$ cat src/rtl/inst_fetch.sv
// inst_fetch: instruction-fetch stage of the five-stage MIPS pipeline.
//
// Owns the program counter, issues one word fetch at a time over a req/ack
// instruction-memory port, and buffers returned words in a 2-entry FIFO whose
// head feeds the decode stage. Honours a stall from pipeline control and a
// flush/redirect from branch resolution.
//
// Optional feature macro: INST_FETCH_BYPASS_EN
//   defined   : an acked word with an empty FIFO is forwarded combinationally
//               to pc_o/inst_o/valid_o (0-cycle fetch-to-decode latency).
//   undefined : outputs come only from FIFO registers (1-cycle latency).
//
// Ports:
//   clk           in   pipeline clock, rising edge
//   rst           in   asynchronous reset, active low
//   inst_req_o    out  fetch request (registered)
//   inst_addr_o   out  fetch address (registered, stable until ack)
//   inst_ack_i    in   memory completes the pending request this cycle
//   inst_rdata_i  in   instruction word, valid with inst_ack_i
//   stall_i       in   decode cannot accept; head is held
//   flush_i       in   redirect: discard buffered and in-flight words
//   flush_pc_i    in   redirect target (bits [1:0] forced to 0)
//   valid_o       out  pc_o/inst_o hold a real instruction
//   pc_o          out  address of head instruction, 0 when not valid
//   inst_o        out  head instruction, 0 (NOP) when not valid
module inst_fetch #(
   parameter logic [31:0] RESET_PC = 32'h0000_0000
) (
   input  logic        clk,
   input  logic        rst,
   output logic        inst_req_o,
   output logic [31:0] inst_addr_o,
   input  logic        inst_ack_i,
   input  logic [31:0] inst_rdata_i,
   input  logic        stall_i,
   input  logic        flush_i,
   input  logic [31:0] flush_pc_i,
   output logic        valid_o,
   output logic [31:0] pc_o,
   output logic [31:0] inst_o
);

   typedef enum logic [1:0] {
      IDLE  = 2'd0,
      REQ   = 2'd1,
      DRAIN = 2'd2
   } state_t;

   state_t      state_q, state_d;
   logic        req_q, req_d;
   logic [31:0] fetch_pc_q, fetch_pc_d;
   logic [31:0] req_addr_q, req_addr_d;
   logic [1:0]  count_q, count_d;
   // FIFO entry 0 is always the head; entry 1 is the second word.
   logic [31:0] pc0_q, pc0_d, inst0_q, inst0_d;
   logic [31:0] pc1_q, pc1_d, inst1_q, inst1_d;

   logic        fifo_vld;
   logic        ack_req;
   logic        bypass;
   logic        push;
   logic        pop;
   logic [31:0] flush_tgt;
   logic [31:0] next_seq;

   assign fifo_vld  = (count_q != 2'd0);
   assign ack_req   = (state_q == REQ) && inst_ack_i;
   assign flush_tgt = flush_pc_i & 32'hFFFF_FFFC;
   // While in REQ fetch_pc and req_addr always name the same word.
   assign next_seq  = req_addr_q + 32'd4;

`ifdef INST_FETCH_BYPASS_EN
   assign bypass = (count_q == 2'd0) && ack_req && !flush_i;
`else
   assign bypass = 1'b0;
`endif

   // A bypassed word taken by decode in the same cycle never enters the FIFO.
   assign push = ack_req && !flush_i && !(bypass && !stall_i);
   assign pop  = fifo_vld && !stall_i && !flush_i;

   always_comb begin
      count_d = count_q;
      if (flush_i)
         count_d = 2'd0;
      else if (push && !pop)
         count_d = count_q + 2'd1;
      else if (pop && !push)
         count_d = count_q - 2'd1;
   end

   always_comb begin
      state_d    = state_q;
      fetch_pc_d = fetch_pc_q;
      req_addr_d = req_addr_q;
      case (state_q)
         IDLE: begin
            if (flush_i) begin
               state_d    = REQ;
               req_addr_d = flush_tgt;
            end else if (count_d < 2'd2) begin
               state_d    = REQ;
               req_addr_d = fetch_pc_q;
            end
         end
         REQ: begin
            if (flush_i) begin
               // Without an ack the address must stay put until memory answers.
               if (inst_ack_i) req_addr_d = flush_tgt;
               else            state_d    = DRAIN;
            end else if (inst_ack_i) begin
               fetch_pc_d = next_seq;
               if (count_d < 2'd2) req_addr_d = next_seq;
               else                state_d    = IDLE;
            end
         end
         DRAIN: begin
            if (inst_ack_i) begin
               state_d    = REQ;
               req_addr_d = flush_i ? flush_tgt : fetch_pc_q;
            end
         end
         default: state_d = IDLE;
      endcase
      if (flush_i) fetch_pc_d = flush_tgt;
   end

   assign req_d = (state_d != IDLE);

   always_comb begin
      pc0_d   = pc0_q;
      inst0_d = inst0_q;
      pc1_d   = pc1_q;
      inst1_d = inst1_q;
      if (pop) begin
         pc0_d   = pc1_q;
         inst0_d = inst1_q;
      end
      if (push) begin
         // Write slot is count - pop; push only happens with count <= 1.
         if ((count_q == 2'd0) || pop) begin
            pc0_d   = req_addr_q;
            inst0_d = inst_rdata_i;
         end else begin
            pc1_d   = req_addr_q;
            inst1_d = inst_rdata_i;
         end
      end
   end

   always_ff @(posedge clk or negedge rst) begin
      if (!rst) begin
         state_q    <= IDLE;
         req_q      <= 1'b0;
         fetch_pc_q <= RESET_PC;
         req_addr_q <= RESET_PC;
         count_q    <= 2'd0;
      end else begin
         state_q    <= state_d;
         req_q      <= req_d;
         fetch_pc_q <= fetch_pc_d;
         req_addr_q <= req_addr_d;
         count_q    <= count_d;
      end
   end

   // FIFO payload needs no reset: the output mux gates it with count.
   always_ff @(posedge clk) begin
      pc0_q   <= pc0_d;
      inst0_q <= inst0_d;
      pc1_q   <= pc1_d;
      inst1_q <= inst1_d;
   end

   assign inst_req_o  = req_q;
   assign inst_addr_o = req_addr_q;

   always_comb begin
      valid_o = 1'b0;
      pc_o    = 32'h0;
      inst_o  = 32'h0;
      if (fifo_vld) begin
         valid_o = 1'b1;
         pc_o    = pc0_q;
         inst_o  = inst0_q;
      end else if (bypass) begin
         valid_o = 1'b1;
         pc_o    = req_addr_q;
         inst_o  = inst_rdata_i;
      end
   end

endmodule

$ cat config.mk
export PLATFORM = sky130hd
export DESIGN_NAME = inst_fetch
export DESIGN_NICKNAME = d
export VERILOG_FILES = /design/src/rtl/inst_fetch.sv
export SDC_FILE = /design/constraint.sdc
export NUM_CORES = 1
export LEC_CHECK = 0
export CAP_MARGIN = 20
export CORE_UTILIZATION = 30
export DETAILED_ROUTE_END_ITERATION = 12
export GPL_TIMING_DRIVEN = 0
export PLACE_DENSITY = 0.56
export REMOVE_ABC_BUFFERS = 1
export SLEW_MARGIN = 20
export SYNTH_ARGS = -nofsm -noshare
export SYNTH_HDL_FRONTEND = slang
export SYNTH_SLANG_ARGS = --single-unit
$ cat constraint.sdc
create_clock -name clk -period 14.1 [get_ports clk]
set_input_delay 1.41 -clock clk [delete_from_list [all_inputs] [get_ports clk]]
set_output_delay 1.41 -clock clk [all_outputs]
set_load 0.03 [all_outputs]
**After elaboration in Yosys (flattened, before gate mapping)**

Index checks and enable logic that the tools add are counted.

- Output and inout port bits: 98
- Register bits after elaboration: 197
- Logic and storage cells: 73

- Reduce and logical (&&, ||, !) cells: 21
- Bitwise logic cells: 1
- Mux-type cells: 32
- Add/sub/neg operators: 3
- $lt $le $gt $ge: 1
- Equal/unequal tests: 6

Operators by type and width:

| kind | number |
|---|---|
| 32-bit 2-to-1 mux | 19 |
| 32-bit case mux with 3 select lines | 1 |
| 32-bit by 3-bit adder with 32-bit output, second input constant | 1 |
| 2-bit 2-to-1 mux | 10 |
| 2-bit nonzero test | 4 |
| 1-bit logical AND | 6 |
| 2-bit case mux with 3 select lines | 1 |
| 5-bit AND reduction | 1 |
| 1-bit logical NOT | 4 |
| 2-bit logical NOT | 2 |
| 2-bit != test, second input constant | 2 |
| 2-bit AND reduction | 2 |
| 3-bit by 2-bit != test with 1-bit output, second input constant | 1 |
| 3-bit != test, second input constant | 1 |
| 3-bit nonzero test | 1 |
| 2-bit by 1-bit adder with 2-bit output, second input constant | 1 |
| 2-bit by 1-bit equality test with 1-bit output, second input constant | 1 |
| 2-bit equality test, second input constant | 1 |
| 2-bit less-than comparator, second input constant | 1 |
| 2-bit by 1-bit subtractor with 2-bit output, second input constant | 1 |
| 1-bit logical OR | 1 |
| 1-bit 2-to-1 mux | 1 |
| 1-bit inverter | 1 |

**Logic depth before layout (Yosys ltp)**

- Word-level depth: 14
- Depth in mapped cells: 9
- Gate-level depth less buffers: 7

**Worst setup path before layout**

OpenSTA, ideal clock, no wires.

- Path kind: input to register
- Start point: input flush_i
- End point: register inst1_q[0], enable pin
- Stages: 4
- Buffers on the path: 1
- Data required time: 13522 ps
- Arrival: 6767 ps
- Slack: 6755 ps
- Path through: nor3b_1 > nand2_1 > clkbuf_1 > nor3b_1

- Word-level cells in the longest chain between the ends: 5
- Elaborated cells between the ends (all ways): 6

RTL lines:

| what | RTL line | text |
|---|---|---|
| start, declared | 36 | `input logic flush_i,` |
| 1-bit logical NOT * | 79, 80 |  |
| 1-bit logical AND | 80 | `assign pop = fifo_vld && !stall_i && !flush_i;` |
| 1-bit logical OR | 141 | `if ((count_q == 2'd0) \|\| pop) begin` |
| 1-bit inverter (no line) | - |  |
| 2-bit AND reduction (no line) * | - |  |
| end signal, assigned | 172 | `inst1_q <= inst1_d;` |
| end, declared | 56 | `logic [31:0] pc1_q, pc1_d, inst1_q, inst1_d;` |

Every way passes the cells marked *; elsewhere a longest branch is shown, timed or not.
A chain may end at the register's enable or synchronous reset.

**Final worst setup path**

- Start point: input inst_ack_i
- End point: register req_addr_q[13], in the netlist inst_addr_o[13]

- Word-level cells in the longest chain between the ends: 10
- Elaborated cells between the ends (all ways): 14

RTL lines:

| what | RTL line | text |
|---|---|---|
| start, declared | 33 | `input logic inst_ack_i,` |
| 1-bit logical AND | 67 | `assign ack_req = (state_q == REQ) && inst_ack_i;` |
| 1-bit logical AND | 79 | `assign push = ack_req && !flush_i && !(bypass && !stall_i);` |
| 1-bit logical NOT | 88 | `else if (pop && !push)` |
| 1-bit logical AND | 88 |  |
| 2-bit 2-to-1 mux | 88 |  |
| 2-bit 2-to-1 mux | 86 | `else if (push && !pop)` |
| 2-bit 2-to-1 mux | 84 | `if (flush_i)` |
| 2-bit less-than comparator | 101, 113 |  |
| 3-bit != test (no line) / 3-bit by 2-bit != test with 1-bit output (equally long branches) | - |  |
| 5-bit AND reduction (no line) * | - |  |
| end signal, assigned | 162 | `req_addr_q <= req_addr_d;` |
| end, declared | 52 | `logic [31:0] req_addr_q, req_addr_d;` |

Marked as above.

==> summary.md <==
| Metric | Value |
|---|---|
| Status | finished, final reports clean |
| Final Max Tran Viols | 0 |
| Die X | 177 um |
| DRC Markers | 0 |
| Overall power | roughly 2.5 mW |
| Pin count of the biggest net entering global routing | 61 |
| Die Footprint | around 31000 um^2 |
| Hold WS | about 0.53 ns |
| # Max-Cap Violations | 0 |
| Pre-Repair DR Iteration Count | 5 |
| Drt via density | roughly 5 |
| Placed Cells | around 1400 |
| Worst slew pin tran | 0.922 ns |
| Avg Inst Size Synth | 10.1 um^2 |
| Yosys top cell by area | edfxtp_1 |
| Hold buffers post-CTS | 0 |
| DP HPWL | approximately 18000 um |
| Tot GR Track Use | between 15 and 20% |
| Cells after Synth | slightly above 900 |
| Worst Clk Skew | about 0.015 ns |
| Unrepaired setup endpoints after global routing | no |
| Crit. Startpoint | inst_ack_i |
| Overflow after GRT | 0 |
| Post-synth top area share | a little over a fifth |
| Final Cycle Share | a little over a third |
| Post-synth EDFFs | 64 |
| Post-route ant nets | 0 |
| 1st-iter DRT viols | 473 |
| Setup TNS | 0 ns |
| DRT Wirelength | 25600 um |
| PortBufs | between 150 and 200 |
| Worst Path Required | between 10 and 15 ns |
| Synth Cell Area | about 9200 um^2 |
| Via Count | 7249 |
| Synthesis Warnings | 0 |
| Clock Path Buffers | 2 |
| Num CTS Buffers | 17 |
| Final hold vios | 0 |
| R2r startpoint | state_q[1] |
| Layout filler cell count | between 2000 and 3000 |
| Critical path class | input pin to flop |
| Post-synthesis mux area share | under 10% |
| Post-route design area | 12100 um^2 |
| Post-DP Area | approximately 12000 um^2 |
| Simple-gate share of the synthesized area | between 10% and 20% |
| Worst setup EP type | flop |
| Synth Area in Compound Gates | ~16% |
| Io pins | ~170 |
| Vias in the first global route | approximately 7000 |
| Async set-reset flop share out of synthesis | a little over a third |
| Startpoint types | input pin |
| Synth top cells by count | 127 x nand2_1, 102 x o21ai_0, 72 x mux2i_1 |
| Area taken by multi-input logic gates | a little under 4000 um^2 |
| Arr. time, crit path | ~5.3 ns |
| Worst hold path class | flop to flop |
| Post-synth cell types | 64 |
| Post-Synth Adder-Cell Area | less than 1% |
| Die Ht | approximately 180 um |
| Total clock sinks | 197 |
| Leakage power total | approximately 4.3 nW |
| FF+latch count, synth | 197 |
| Routed wire length per instance | around 18 um |
| Xor-xnor portion of the synthesized cell area | 2.01% |
| CTS-repair resized insts | 0 |
| Initial Util | 30.7% |
| Rel. slew slack | between 30% and 40% |
| H-tree levels | 4 |
| Fin nets | ~1100 |
| Synth top area cells | edfxtp_1 21%, dfrtp_1 19%, dfxtp_1 14% |
| Sequential cell area | approximately 4900 um^2 |
| Share of post-route cells with drive strength above 1 | about 8.0% |
| Max VDD drop | about 84 uV |
| Core area | slightly below 30000 um^2 |
| Layout Area Growth over Synthesis | 31.7% |
| First-pass GRT wire length | roughly 40000 um |
| P per Cell Area | 211 nW/um^2 |
| Initial antenna violation count | 1 |
| Most common flop cell mapped by yosys | dfrtp_1 |
| Post-synthesis sequential area ratio | 53.8% |
| Fmax | roughly 200 MHz |
| Worst-Skew Late Latency | 0.43 ns |
| Root Buffer | clkbuf_16 |
| Finished Layout Cells | 1458 |
| Crit-path max FO | 17 |
| Largest family of logic cells by synthesized area | simple AND/OR/NAND/NOR gates |
| CTS tree | built |
| Clock slew seen by the registers of the worst setup and hold paths | around 0.070 ns |
| Site Rows | between 60 and 70 |
| # setup viols final | 0 |
| Hold wc startpoint | pc1_q[15] |
| Post-CTS setup buffers | 0 |
| Min Tclk post-route | about 4.9 ns |
| Most frequent cell after synthesis | nand2_1 |
| Gpl congestion | about 0.75 |
layer usage:
metal  up-vias  routed length (um)  GRT usage (%)
met1      3464               12100           23.1
met2       202               11800           26.3
met5         -                   0              0
li1       3560                   -              -
met4         0                 392           5.50
met3        23                1290           2.99
flip-flops by register name (all words and copies together), names as in the netlist:
signal	cells
inst_req_o	1
inst1_q	32
pc1_q	32
count_q	2
state_q	2
inst_addr_o	32
inst0_q	32
pc0_q	32
fetch_pc_q	32
kinds of logic after synthesis:
family          after synthesis
simple gates                306
compound gates              229
flops                       197
buf+inv                      79
mux                          74
xor+xnor                     21
fa+ha+maj                     2
where the power goes:
| group | switching [mW] | internal [mW] |
|---|---|---|
| logic | 0.653 | 0.487 |
| clock network | 0.233 | 0.240 |
| registers | 0.164 | 0.769 |
| total | 1.05 | 1.50 |
cells in the final DEF, fill, tap and decap left out, types with 13 or more instances in the layout:
cell type        count
and3_1              14
nand3_1             16
o31ai_1             13
mux2i_1             72
a21oi_1             33
edfxtp_1            64
clkdlybuf4s50_1    162
dfxtp_1             64
clkbuf_16           17
dfrtp_1             69
nor2_1              30
o21ai_0            102
nor2b_1             65
buf_4               18
nand2_1            127
worst paths after layout:
path                       slack [ns]  cells after the start              end
setup reg to reg                10.22                      6  inst_addr_o[13]
setup / recovery                 9.17                      7  inst_addr_o[13]
hold reg to reg                  0.53                      2        pc0_q[15]
min in group asynchronous        0.91                      1    fetch_pc_q[9]
hold / removal                   0.53                      2        pc0_q[15]
max in group asynchronous       12.61                      2  inst_addr_o[19]
critical path: stages:
cell and delay, ns:
clkdlybuf4s50_1 0.68, nand3b_1 0.68, buf_16 0.41, a221o_1 0.38, nand3_1 0.70, nand2_1 0.61, o21ai_0 0.36
area by class of cell:
class                      instances  share of cell area, %
sequential                       197                   40.9
clock inverter                    11                  0.747
tap                              390                   4.05
inverter                          12                  0.374
antenna                            1                 0.0208
timing repair buffer             194                   17.1
clock buffer                      21                   3.82
multi-input combinational        632                   33.0
per-stage QoR:
| stage | util (%) | setup slack (ns) |
|---|---|---|
| after floorplan | - | 3.10 |
| after global placement | 37.0 | -5.05 |
| after detailed placement | 38.6 | 8.80 |
| after CTS | 40.5 | 9.26 |
| after global routing | 40.5 | 9.07 |
| final | 40.5 | 9.17 |
Note: power is estimated with default switching activity, not from simulation.
